[src/rtl/id_if.sv]
// Decode-stage bus: IF_ID/write-back/EX_MEM inputs and the fetch-control/ID_EX outputs.
// master drives the stage inputs; slave is the id_stage side.
interface id_if;
  logic [63:0]  IF_ID;
  logic         irq;
  logic         wb_RegWrite;
  logic [4:0]   wb_dst;
  logic [31:0]  wb_data;
  logic         EX_MEM_RegWrite;
  logic         EX_MEM_MemRead;
  logic [4:0]   EX_MEM_dst;
  logic [31:0]  EX_MEM_data;
  logic [31:0]  branch_target;
  logic [31:0]  jump_target;
  logic [31:0]  jr_target;
  logic [2:0]   select_PC_next;
  logic [1:0]   status;
  logic         PC_IF_ID_Write;
  logic [165:0] ID_EX;

  modport master (
    output IF_ID, irq, wb_RegWrite, wb_dst, wb_data,
           EX_MEM_RegWrite, EX_MEM_MemRead, EX_MEM_dst, EX_MEM_data,
    input  branch_target, jump_target, jr_target, select_PC_next,
           status, PC_IF_ID_Write, ID_EX
  );

  modport slave (
    input  IF_ID, irq, wb_RegWrite, wb_dst, wb_data,
           EX_MEM_RegWrite, EX_MEM_MemRead, EX_MEM_dst, EX_MEM_data,
    output branch_target, jump_target, jr_target, select_PC_next,
           status, PC_IF_ID_Write, ID_EX
  );
endinterface

[src/rtl/id_stage.sv]
// Instruction decode: register file, branch/jump resolution, hazard stall, irq/exception status.
// Latency: fetch-control outputs combinational; ID_EX registered, 1 cycle. Backpressure: none downstream;
// stalls IF via PC_IF_ID_Write=0 and injects a bubble. ID_BRANCH_FWD_EN enables EX_MEM branch forwarding.
module id_stage #(
  parameter logic [4:0] XREG = 5'd26
) (
  input logic clk,
  input logic rst_n,
  id_if.slave bus
);
  typedef struct packed {
    logic reg_write, mem_read, mem_write, mem_to_reg, alu_src, link;
  } ctrl_t;

  typedef struct packed {
    logic [31:0] pc_plus4, rs_data, rt_data, imm;
    logic [4:0]  rs, rt, dst, shamt;
    logic [5:0]  op, funct;
    ctrl_t       ctrl;
  } id_ex_t;

  logic [31:0] instr, pc_plus4;
  logic [5:0]  op, funct;
  logic [4:0]  rs, rt, rd, shamt;
  logic [15:0] imm16;

  assign pc_plus4 = bus.IF_ID[63:32];
  assign instr    = bus.IF_ID[31:0];
  assign op       = instr[31:26];
  assign rs       = instr[25:21];
  assign rt       = instr[20:16];
  assign rd       = instr[15:11];
  assign shamt    = instr[10:6];
  assign funct    = instr[5:0];
  assign imm16    = instr[15:0];

  logic is_r_alu, is_shift, is_jr, is_jalr, is_i_arith, is_i_logic, is_lui;
  logic is_lw, is_sw, is_beq, is_bne, is_j, is_jal;

  always_comb begin
    {is_r_alu, is_shift, is_jr, is_jalr, is_i_arith, is_i_logic, is_lui} = '0;
    {is_lw, is_sw, is_beq, is_bne, is_j, is_jal} = '0;
    case (op)
      6'h00: begin
        case (funct)
          6'h20, 6'h21, 6'h22, 6'h23, 6'h24, 6'h25,
          6'h26, 6'h27, 6'h2A, 6'h2B: is_r_alu = 1'b1;
          6'h00, 6'h02, 6'h03:        is_shift = 1'b1;
          6'h08:                      is_jr    = 1'b1;
          6'h09:                      is_jalr  = 1'b1;
          default: ;
        endcase
      end
      6'h08, 6'h09, 6'h0A, 6'h0B: is_i_arith = 1'b1;
      6'h0C, 6'h0D, 6'h0E:        is_i_logic = 1'b1;
      6'h0F:                      is_lui     = 1'b1;
      6'h23:                      is_lw      = 1'b1;
      6'h2B:                      is_sw      = 1'b1;
      6'h04:                      is_beq     = 1'b1;
      6'h05:                      is_bne     = 1'b1;
      6'h02:                      is_j       = 1'b1;
      6'h03:                      is_jal     = 1'b1;
      default: ;
    endcase
  end

  logic defined, nonzero, valid, uses_rs, uses_rt, is_branch;
  assign defined   = is_r_alu | is_shift | is_jr | is_jalr | is_i_arith | is_i_logic | is_lui |
                     is_lw | is_sw | is_beq | is_bne | is_j | is_jal;
  assign nonzero   = |instr;
  assign valid     = defined & nonzero;
  assign uses_rs   = valid & (is_r_alu | is_jr | is_jalr | is_i_arith | is_i_logic |
                              is_lw | is_sw | is_beq | is_bne);
  assign uses_rt   = valid & (is_r_alu | is_shift | is_sw | is_beq | is_bne);
  assign is_branch = is_beq | is_bne | is_jr | is_jalr;

  logic [31:0] rf [32];

  always_ff @(posedge clk or negedge rst_n) begin
    if (!rst_n) begin
      for (int i = 0; i < 32; i++) rf[i] <= '0;
    end else if (bus.wb_RegWrite && bus.wb_dst != 5'd0) begin
      rf[bus.wb_dst] <= bus.wb_data;
    end
  end

  // Write-through so a value retiring this cycle is visible to the reader in ID.
  logic [31:0] rs_val, rt_val;
  assign rs_val = (rs == 5'd0) ? 32'd0 :
                  (bus.wb_RegWrite && bus.wb_dst == rs) ? bus.wb_data : rf[rs];
  assign rt_val = (rt == 5'd0) ? 32'd0 :
                  (bus.wb_RegWrite && bus.wb_dst == rt) ? bus.wb_data : rf[rt];

  id_ex_t id_ex_q, id_ex_d;

  logic idex_hit_rs, idex_hit_rt, load_use, ex_hit_rs, ex_hit_rt, ex_stall, stall;
  assign idex_hit_rs = uses_rs && id_ex_q.dst != 5'd0 && id_ex_q.dst == rs;
  assign idex_hit_rt = uses_rt && id_ex_q.dst != 5'd0 && id_ex_q.dst == rt;
  assign load_use    = id_ex_q.ctrl.mem_read && (idex_hit_rs || idex_hit_rt);
  assign ex_hit_rs   = uses_rs && bus.EX_MEM_RegWrite && bus.EX_MEM_dst != 5'd0 &&
                       bus.EX_MEM_dst == rs;
  assign ex_hit_rt   = uses_rt && bus.EX_MEM_RegWrite && bus.EX_MEM_dst != 5'd0 &&
                       bus.EX_MEM_dst == rt;

  logic [31:0] op_a, op_b;
`ifdef ID_BRANCH_FWD_EN
  assign ex_stall = is_branch && (ex_hit_rs || ex_hit_rt) && bus.EX_MEM_MemRead;
  assign op_a     = (ex_hit_rs && !bus.EX_MEM_MemRead) ? bus.EX_MEM_data : rs_val;
  assign op_b     = (ex_hit_rt && !bus.EX_MEM_MemRead) ? bus.EX_MEM_data : rt_val;
`else
  logic unused_fwd;
  assign unused_fwd = &{1'b0, bus.EX_MEM_MemRead, bus.EX_MEM_data};
  assign ex_stall   = is_branch && (ex_hit_rs || ex_hit_rt);
  assign op_a       = rs_val;
  assign op_b       = rt_val;
`endif

  assign stall = load_use || ex_stall ||
                 (is_branch && id_ex_q.ctrl.reg_write && (idex_hit_rs || idex_hit_rt));

  logic irq_take, exc, take, z;
  assign irq_take = bus.irq && !pc_plus4[31] && nonzero && !stall;
  assign exc      = !defined && nonzero;
  assign take     = valid && !stall && !irq_take;
  assign z        = (is_beq && op_a == op_b) || (is_bne && op_a != op_b);

  logic [31:0] br_sum;
  assign br_sum = pc_plus4 + {{14{imm16[15]}}, imm16, 2'b00};

  assign bus.branch_target  = {pc_plus4[31], br_sum[30:0]};
  assign bus.jump_target    = {pc_plus4[31:28], instr[25:0], 2'b00};
  assign bus.jr_target      = op_a;
  assign bus.select_PC_next = take ? {z, is_j | is_jal, is_jr | is_jalr} : 3'b000;
  assign bus.status         = {irq_take, exc && !irq_take};
  assign bus.PC_IF_ID_Write = !stall;

  always_comb begin
    id_ex_d = '0;
    if (irq_take || exc) begin
      // Interrupt returns to this instruction; exception returns past it.
      id_ex_d.pc_plus4       = irq_take ? pc_plus4 - 32'd4 : pc_plus4;
      id_ex_d.dst            = XREG;
      id_ex_d.ctrl.reg_write = 1'b1;
      id_ex_d.ctrl.link      = 1'b1;
    end else if (take) begin
      id_ex_d.pc_plus4 = pc_plus4;
      id_ex_d.rs_data  = rs_val;
      id_ex_d.rt_data  = rt_val;
      id_ex_d.imm      = is_i_logic ? {16'h0, imm16} :
                         is_lui     ? {imm16, 16'h0} : {{16{imm16[15]}}, imm16};
      id_ex_d.rs       = rs;
      id_ex_d.rt       = rt;
      id_ex_d.dst      = is_jal ? 5'd31 : (op == 6'h00) ? rd : rt;
      id_ex_d.shamt    = shamt;
      id_ex_d.op       = op;
      id_ex_d.funct    = funct;
      id_ex_d.ctrl.reg_write  = is_r_alu | is_shift | is_jalr | is_i_arith | is_i_logic |
                                is_lui | is_lw | is_jal;
      id_ex_d.ctrl.mem_read   = is_lw;
      id_ex_d.ctrl.mem_write  = is_sw;
      id_ex_d.ctrl.mem_to_reg = is_lw;
      id_ex_d.ctrl.alu_src    = is_i_arith | is_i_logic | is_lui | is_lw | is_sw;
      id_ex_d.ctrl.link       = is_jal | is_jalr;
    end
  end

  always_ff @(posedge clk or negedge rst_n) begin
    if (!rst_n) id_ex_q <= '0;
    else        id_ex_q <= id_ex_d;
  end

  assign bus.ID_EX = id_ex_q;
endmodule

[src/flat_wrapper.sv]
// flat-port wrapper written by rule: the top's interface ports become plain ports
module id_stage_flat 
#(
  parameter logic [4:0] XREG = 5'd26
)
  (clk, rst_n, bus_IF_ID, bus_irq, bus_wb_RegWrite, bus_wb_dst, bus_wb_data, bus_EX_MEM_RegWrite, bus_EX_MEM_MemRead, bus_EX_MEM_dst, bus_EX_MEM_data, bus_branch_target, bus_jump_target, bus_jr_target, bus_select_PC_next, bus_status, bus_PC_IF_ID_Write, bus_ID_EX);
  id_if bus_i ();
  input logic clk;
  input logic rst_n;
  input wire logic [$bits(bus_i.IF_ID)-1:0] bus_IF_ID;
  input wire logic [$bits(bus_i.irq)-1:0] bus_irq;
  input wire logic [$bits(bus_i.wb_RegWrite)-1:0] bus_wb_RegWrite;
  input wire logic [$bits(bus_i.wb_dst)-1:0] bus_wb_dst;
  input wire logic [$bits(bus_i.wb_data)-1:0] bus_wb_data;
  input wire logic [$bits(bus_i.EX_MEM_RegWrite)-1:0] bus_EX_MEM_RegWrite;
  input wire logic [$bits(bus_i.EX_MEM_MemRead)-1:0] bus_EX_MEM_MemRead;
  input wire logic [$bits(bus_i.EX_MEM_dst)-1:0] bus_EX_MEM_dst;
  input wire logic [$bits(bus_i.EX_MEM_data)-1:0] bus_EX_MEM_data;
  output wire logic [$bits(bus_i.branch_target)-1:0] bus_branch_target;
  output wire logic [$bits(bus_i.jump_target)-1:0] bus_jump_target;
  output wire logic [$bits(bus_i.jr_target)-1:0] bus_jr_target;
  output wire logic [$bits(bus_i.select_PC_next)-1:0] bus_select_PC_next;
  output wire logic [$bits(bus_i.status)-1:0] bus_status;
  output wire logic [$bits(bus_i.PC_IF_ID_Write)-1:0] bus_PC_IF_ID_Write;
  output wire logic [$bits(bus_i.ID_EX)-1:0] bus_ID_EX;
  assign bus_i.IF_ID = bus_IF_ID;
  assign bus_i.irq = bus_irq;
  assign bus_i.wb_RegWrite = bus_wb_RegWrite;
  assign bus_i.wb_dst = bus_wb_dst;
  assign bus_i.wb_data = bus_wb_data;
  assign bus_i.EX_MEM_RegWrite = bus_EX_MEM_RegWrite;
  assign bus_i.EX_MEM_MemRead = bus_EX_MEM_MemRead;
  assign bus_i.EX_MEM_dst = bus_EX_MEM_dst;
  assign bus_i.EX_MEM_data = bus_EX_MEM_data;
  assign bus_branch_target = bus_i.branch_target;
  assign bus_jump_target = bus_i.jump_target;
  assign bus_jr_target = bus_i.jr_target;
  assign bus_select_PC_next = bus_i.select_PC_next;
  assign bus_status = bus_i.status;
  assign bus_PC_IF_ID_Write = bus_i.PC_IF_ID_Write;
  assign bus_ID_EX = bus_i.ID_EX;
  id_stage #(.XREG(XREG)) u_core (.clk(clk), .rst_n(rst_n), .bus(bus_i));
endmodule
[config.mk]
export PLATFORM = sky130hd
export DESIGN_NAME = id_stage_flat
export DESIGN_NICKNAME = d
export VERILOG_FILES = /design/src/rtl/id_if.sv /design/src/rtl/id_stage.sv /design/src/flat_wrapper.sv
export SDC_FILE = /design/constraint.sdc
export NUM_CORES = 2
export LEC_CHECK = 0
export CAP_MARGIN = 30
export CORE_UTILIZATION = 31
export CTS_BUF_LIST = sky130_fd_sc_hd__clkbuf_16
export DETAILED_ROUTE_END_ITERATION = 8
export HOLD_SLACK_MARGIN = 0.08
export PLACE_DENSITY = 0.44
export SYNTH_ARGS = -nofsm -noshare
export SYNTH_HDL_FRONTEND = slang
export SYNTH_SLANG_ARGS = --single-unit
export TNS_END_PERCENT = 5
[constraint.sdc]
create_clock -name clk -period 6.45 [get_ports clk]
set_clock_uncertainty 0.15 [all_clocks]
set_input_delay 1.6125 -clock clk [delete_from_list [all_inputs] [get_ports clk]]
set_output_delay 1.6125 -clock clk [all_outputs]
set_load 0.03 [all_outputs]
== Yosys cells after proc, flatten, opt, wreduce, memory -nomap -nowiden ==
Index checks and enable logic that the tools add are counted.
Storage, ports and cells
  logic and storage cells: 228
  flip-flop bits (word level): 1190
  input port bits: 144
  output and inout port bits: 268
Cells by class
  $add $sub $neg: 2
  eq/ne operators: 36
  muxes and demuxes: 44
  bitwise operators: 45
  magnitude comparators: 4
  reduce and logical (&&, ||, !) cells: 49
Operators with widths (number)
  bitwise mux 1024 bit: 1
  2-to-1 mux 32 bit: 12
  binary-select mux 32 bit (select 5 bit): 2
  2-to-1 mux 166 bit: 1
  demux 32 bit (select 5 bit): 1
  2-to-1 mux 106 bit: 1
  equality test 6 bit, second input constant: 12
  equality test 6 x 4 -> 1 bit, second input constant: 10
  bitwise OR 1 bit: 39
  equality test 32 bit: 1
  inequality test 32 bit: 1
  OR reduction 32 bit: 1
  subtractor 32 x 3 -> 32 bit, second input constant: 1
  adder 31 bit: 1
  2-to-1 mux 31 bit: 1
  equality test 5 bit: 6
  logical AND 1 bit: 27
  equality test 6 x 2 -> 1 bit, second input constant: 4
  2-to-1 mux 1 bit: 19
  greater-or-equal comparator 6 bit, second input constant: 3
  NOT 5 -> 6 bit: 3
  2-to-1 mux 17 bit: 1
  2-to-1 mux 5 bit: 3
  nonzero test 5 bit: 3
  12 further kinds: 26

== Longest topological paths before layout ==
  word-level depth: 31
  gate-level depth with buffers: 17
  mapped depth without buffers: 14

== Worst setup path before layout ==
No wires, ideal clock.
  kind: input port to output port
  from: in bus_IF_ID[23]
  to: out bus_select_PC_next[2]
  data arrival time: 5.103 ns
  cell stages on the path: 16
  buffers on the path: 5
  setup slack: -0.415 ns
  required time: 4.688 ns
  cells stage by stage: buf_2 buf_2 inv_1 buf_2 buf_2 buf_2 nand2_1 a21oi_1 nor3_1 nor3_1 xnor2_1 nand3_1 nor3_1 nand4_1 nor3_2 mux2i_1
Between the ends
  elaborated cells on any way between the ends: 44
  those cells by class: eq/ne (5); mux (6); bitwise (4); reduce/logical (29)
RTL lines
  start, declared: RTL line flat_wrapper.sv:10  | input wire logic [$bits(bus_i.IF_ID)-1:0] bus_IF_ID;
  NOT 5 -> 6 bit (implied by the code): RTL line id_stage.sv:90  | (bus.wb_RegWrite && bus.wb_dst == rs) ? bus.wb_data : rf[rs];
  binary-select mux 32 bit (select 5 bit): RTL line id_stage.sv:90
  2-to-1 mux 32 bit (implied by the code) (2 in a row): RTL line id_stage.sv:90
  2-to-1 mux 32 bit: RTL line id_stage.sv:90
  2-to-1 mux 32 bit (*): RTL line id_stage.sv:89  | assign rs_val = (rs == 5'd0) ? 32'd0 :
  named net bus_jr_target[6]: RTL line flat_wrapper.sv:21  | output wire logic [$bits(bus_i.jr_target)-1:0] bus_jr_target;
  equality test 32 bit or inequality test 32 bit (tied branches): RTL line id_stage.sv:125  | assign z = (is_beq && op_a == op_b) || (is_bne && op_a != op_b);
  logical AND 1 bit: RTL line id_stage.sv:125
  logical OR 1 bit (*): RTL line id_stage.sv:125
  2-to-1 mux 3 bit (*): RTL line id_stage.sv:133  | assign bus.select_PC_next = take ? {z, is_j | is_jal, is_jr | is_jalr} : 3'b000;
  end, declared: RTL line flat_wrapper.sv:22  | output wire logic [$bits(bus_i.select_PC_next)-1:0] bus_select_PC_next;
Mark *: on every way through the listed nets, which the timed path passes. The rest lies on a longest branch. The select of a mux whose other input is x is not followed.

== Worst setup path after layout ==
  from: in bus_IF_ID[16]
  to: out bus_select_PC_next[2]
Between the ends
  word-level cells in the longest chain between the ends: 15
  elaborated cells on any way between the ends: 44
  those cells by class: eq/ne (5); mux (6); bitwise (4); reduce/logical (29)
RTL lines (RTL line)
  branches (longest 14 deep; another with binary-select mux 32 bit (select 5 bit))
  2-to-1 mux 3 bit (*): id_stage.sv:133
Mark *: on every way between the ends. The select of a mux whose other input is x is not followed.

==> results.py <==
metrics = {
    "detailed_routing": {
        "first_iter_violations": 3735,
        "antenna_left": 0,
        "drt-pass1-iter-count": 5,
        "vias": 45500,
        "wl_per_cell_um": 33.6,
        "postRouteWirelength_mm": 273,
        "via_per_inst": 5.59,
        "drc_errors": 0,
    },
    "placement": {
        "portBuffers": 376,
        "gp_congestion": 0.865,
        "placed_cells": 7839,
        "dp_hpwl_mm": 186,
    },
    "yosys": {
        "yosysWarnings": 0,
        "async_flop_share": 1.00,
        "synth_edf_count": 0,
        "yosysUniqueCellTypes": 83,
        "synth_area_um2": 63600,
        "avgSynthCellArea_um2": 14.1,
        "synthFlopType": "dfrtp_1",
        "yosysSeqAreaShare": 0.468,
        "ys_ff_latch": 1189,
        "synthCells": 4509,
    },
    "clocking": {
        "cts_root_buf": "clkbuf_16",
        "clk_latency_ns": 0.82,
        "cts_tree": "yes",
        "htree_levels": 4,
        "cts.sinks": 1189,
        "clk_pin_slew_worst_paths_ns": 0.05,
        "ctsLongestPathBuffers": 3,
        "postCtsHoldBufs": 0,
        "cts_made_buffers": 148,
    },
    "setup_path": {
        "cp.arrival_ns": 5.60,
        "r2r-start": "u_core.bus.ID_EX[24]",
        "cp_cell_sequence": "buf_16 -> buf_16 -> buf_12 -> buf_16 -> mux4_2 -> mux4_2 -> a211o_1 -> o211ai_1 -> xnor2_1 -> buf_4 -> nor4_2 -> nand4_1 -> nor3_4 -> buf_6 -> mux2i_4 -> buf_12",
        "cpMostUsedCell": "buf_16",
        "critPathMaxFanout": 11,
        "rrSetupSlack_ns": 2.92,
        "slowest_stage": "mux4_2",
        "critPathRequiredTime_ns": 4.69,
        "worstSetupPathType": "in2out",
        "reg2reg_to": "u_core.bus.ID_EX[90]",
        "cp_slowest_stage_delay_ns": 0.52,
        "worstRegToRegCells": 10,
        "critPathLaunchType": "primary input",
        "crit_path_end_kind": "output pin",
    },
    "timing": {
        "fmax_mhz": 136,
        "min_period_over_period": 1.14,
        "setup-violations-final": 6,
        "period_needed_ns": 7.36,
        "final.setup.tns_ns": -1.81,
        "rsz0062_at_grt": "yes",
        "whs_ns": 0.244,
        "drv_slew": 0,
        "final-hold-violation-count": 0,
        "max_slew_margin": 0.369,
        "setup_ws_ns": -0.909,
        "worst_slew_pin_slew_ns": 0.947,
    },
    "floorplan": {
        "rows": 165,
        "die_h_um": 455,
        "start_util": 0.313,
        "die_w_um": 455,
        "die-area_um2": 207000,
        "core_um2": 203000,
        "num_io_pins": 412,
    },
    "power": {
        "vdd_drop_max_uv": 269,
        "power_w": 0.0239,
        "leakagePower_nw": 35.5,
        "p_per_area_nw_per_um2": 294,
    },
    "worst_hold_path": {
        "min-delay-start": "u_core.rf[1010]",
        "whs_endpoint": "u_core.rf[1010]",
        "min_path_cells": 0,
        "hold_path.class": "reg2reg",
    },
    "grt": {
        "grt_pass1_vias": 46700,
        "grt_max_degree": 146,
        "grt_usage": 0.263,
        "antenna_found_initial": 9,
        "grt_pass1_wl_mm": 381,
        "grt_overflow": 0,
    },
    "job": {
        "cap_violations": 0,
    },
    "outcome": {
        "violations": "setup timing",
        "status": "finished, violations left",
    },
    "finish": {
        "fin_cells": 8143,
        "drive_above_1_share": 0.493,
        "final_common_cell": "dfrtp_1",
        "finalNetCount": 5526,
        "area_growth_pct": 27.9,
        "layout_common_cells": "dfrtp_1, mux2_2, buf_4",
    },
}
timing repair:
action                                  CTS  global route
buffers inserted                         31             0
resized for setup                        97            26
endpoints found under the setup margin   19            18
pin swaps                                26             6
cloned                                    4             1
layer usage:
layer,wire (µm),up-vias,track usage
met3,14400,386,0.0424
li1,-,18900,-
met2,133000,1531,0.437
met1,115000,24800,0.344
met5,28,-,0
met4,10900,4,0.101
area by class of cell:
class / count / area [µm²]
Antenna cell: 5 / 12.5
Clock buffer: 150 / 3750
Clock inverter: 114 / 951
Fill cell: 19200 / 122000
Inverter: 33 / 124
Multi-Input combinational cell: 2809 / 31800
Sequential cell: 1189 / 29800
Tap cell: 2672 / 3340
Timing Repair Buffer: 1171 / 11500
how the worst max path moves through the flow:
stage	from	endpoint	slack (ns)
global placement	bus_wb_dst[3]	bus_select_PC_next[2]	-1.81
finish	bus_IF_ID[16]	bus_select_PC_next[2]	-0.91
CTS	bus_IF_ID[21]	bus_select_PC_next[2]	-0.79
global route	bus_IF_ID[21]	bus_select_PC_next[2]	-0.94
detailed placement	bus_wb_dst[3]	bus_select_PC_next[2]	-1.62
floorplan	bus_IF_ID[21]	bus_select_PC_next[2]	0.002
Yosys cell counts, types with 10 or more instances:
cell | count | area share
buf_6 | 31 | 0.0055
a22o_1 | 21 | 0.0029
o211ai_1 | 20 | 0.0024
clkbuf_8 | 12 | 0.0026
mux4_1 | 21 | 0.0087
nand4_1 | 13 | 0.0013
o22ai_1 | 52 | 0.0051
nand3_1 | 39 | 0.0031
o21ai_0 | 54 | 0.0043
nor2b_1 | 18 | 0.0018
a211oi_1 | 11 | 0.0013
and2_1 | 47 | 0.0046
o21a_1 | 10 | 0.0012
xnor2_1 | 78 | 0.011
a221oi_1 | 40 | 0.0055
nor2_1 | 203 | 0.012
a22oi_1 | 83 | 0.0098
and3_1 | 13 | 0.0013
mux2i_1 | 87 | 0.014
buf_2 | 61 | 0.0048
dfrtp_1 | 1189 | 0.47
buf_4 | 69 | 0.0081
a31oi_1 | 13 | 0.0013
xor2_1 | 33 | 0.0045
nand2b_1 | 13 | 0.0013
nor3_1 | 66 | 0.0052
mux2_2 | 998 | 0.18
clkbuf_1 | 242 | 0.014
a21oi_1 | 84 | 0.0066
inv_1 | 31 | 0.0018
ha_1 | 29 | 0.0057
nand2_1 | 132 | 0.0078
buf_1 | 56 | 0.0033
mux4_2 | 481 | 0.17
nor4_1 | 18 | 0.0018
nand3b_1 | 11 | 0.0013
flip-flops by register name, indices dropped and copies added (netlist names):
signal and flops:
u_core.rf 1024, u_core.bus.ID_EX 165
power breakdown:
group          total, W  switching, W  leakage (nW)  internal, W
Clock           0.00827       0.00359          2.42      0.00469
Combinational   0.00596       0.00269          17.7      0.00327
Sequential      0.00964      0.000905          15.3      0.00874
worst max-delay path, delay by kind of cell:
family / cells / cell delay (ns)
simple gates: 3 / 0.82
mux: 3 / 1.28
buf+inv: 7 / 1.16
compound gates: 2 / 0.56
xor+xnor: 1 / 0.11
cell families after synthesis:
logic type | after synthesis | share of synthesized area
muxes | 1589 | 0.370
AOI/OAI and AO/OA | 450 | 0.0492
buffers and inverters | 513 | 0.0429
xor gates and xnor gates | 111 | 0.0153
DFF | 1189 | 0.468
and+or+nand+nor | 626 | 0.0481
adders and majority gates | 30 | 0.00602
other | 1 | 0.0000590
metrics by stage:
step / instance area (µm²) / setup WS (ns) / utilization
2_1_floorplan: 63700 / 0.00185 / -
4_1_cts: 81100 / -0.789 / 0.400
3_5_place_dp: 75600 / -1.62 / 0.372
3_3_place_gp: 75500 / -1.81 / 0.372
6_report: 81300 / -0.909 / 0.400
5_1_grt: 81300 / -0.942 / 0.400
Note: power is estimated with default switching activity, not from simulation.
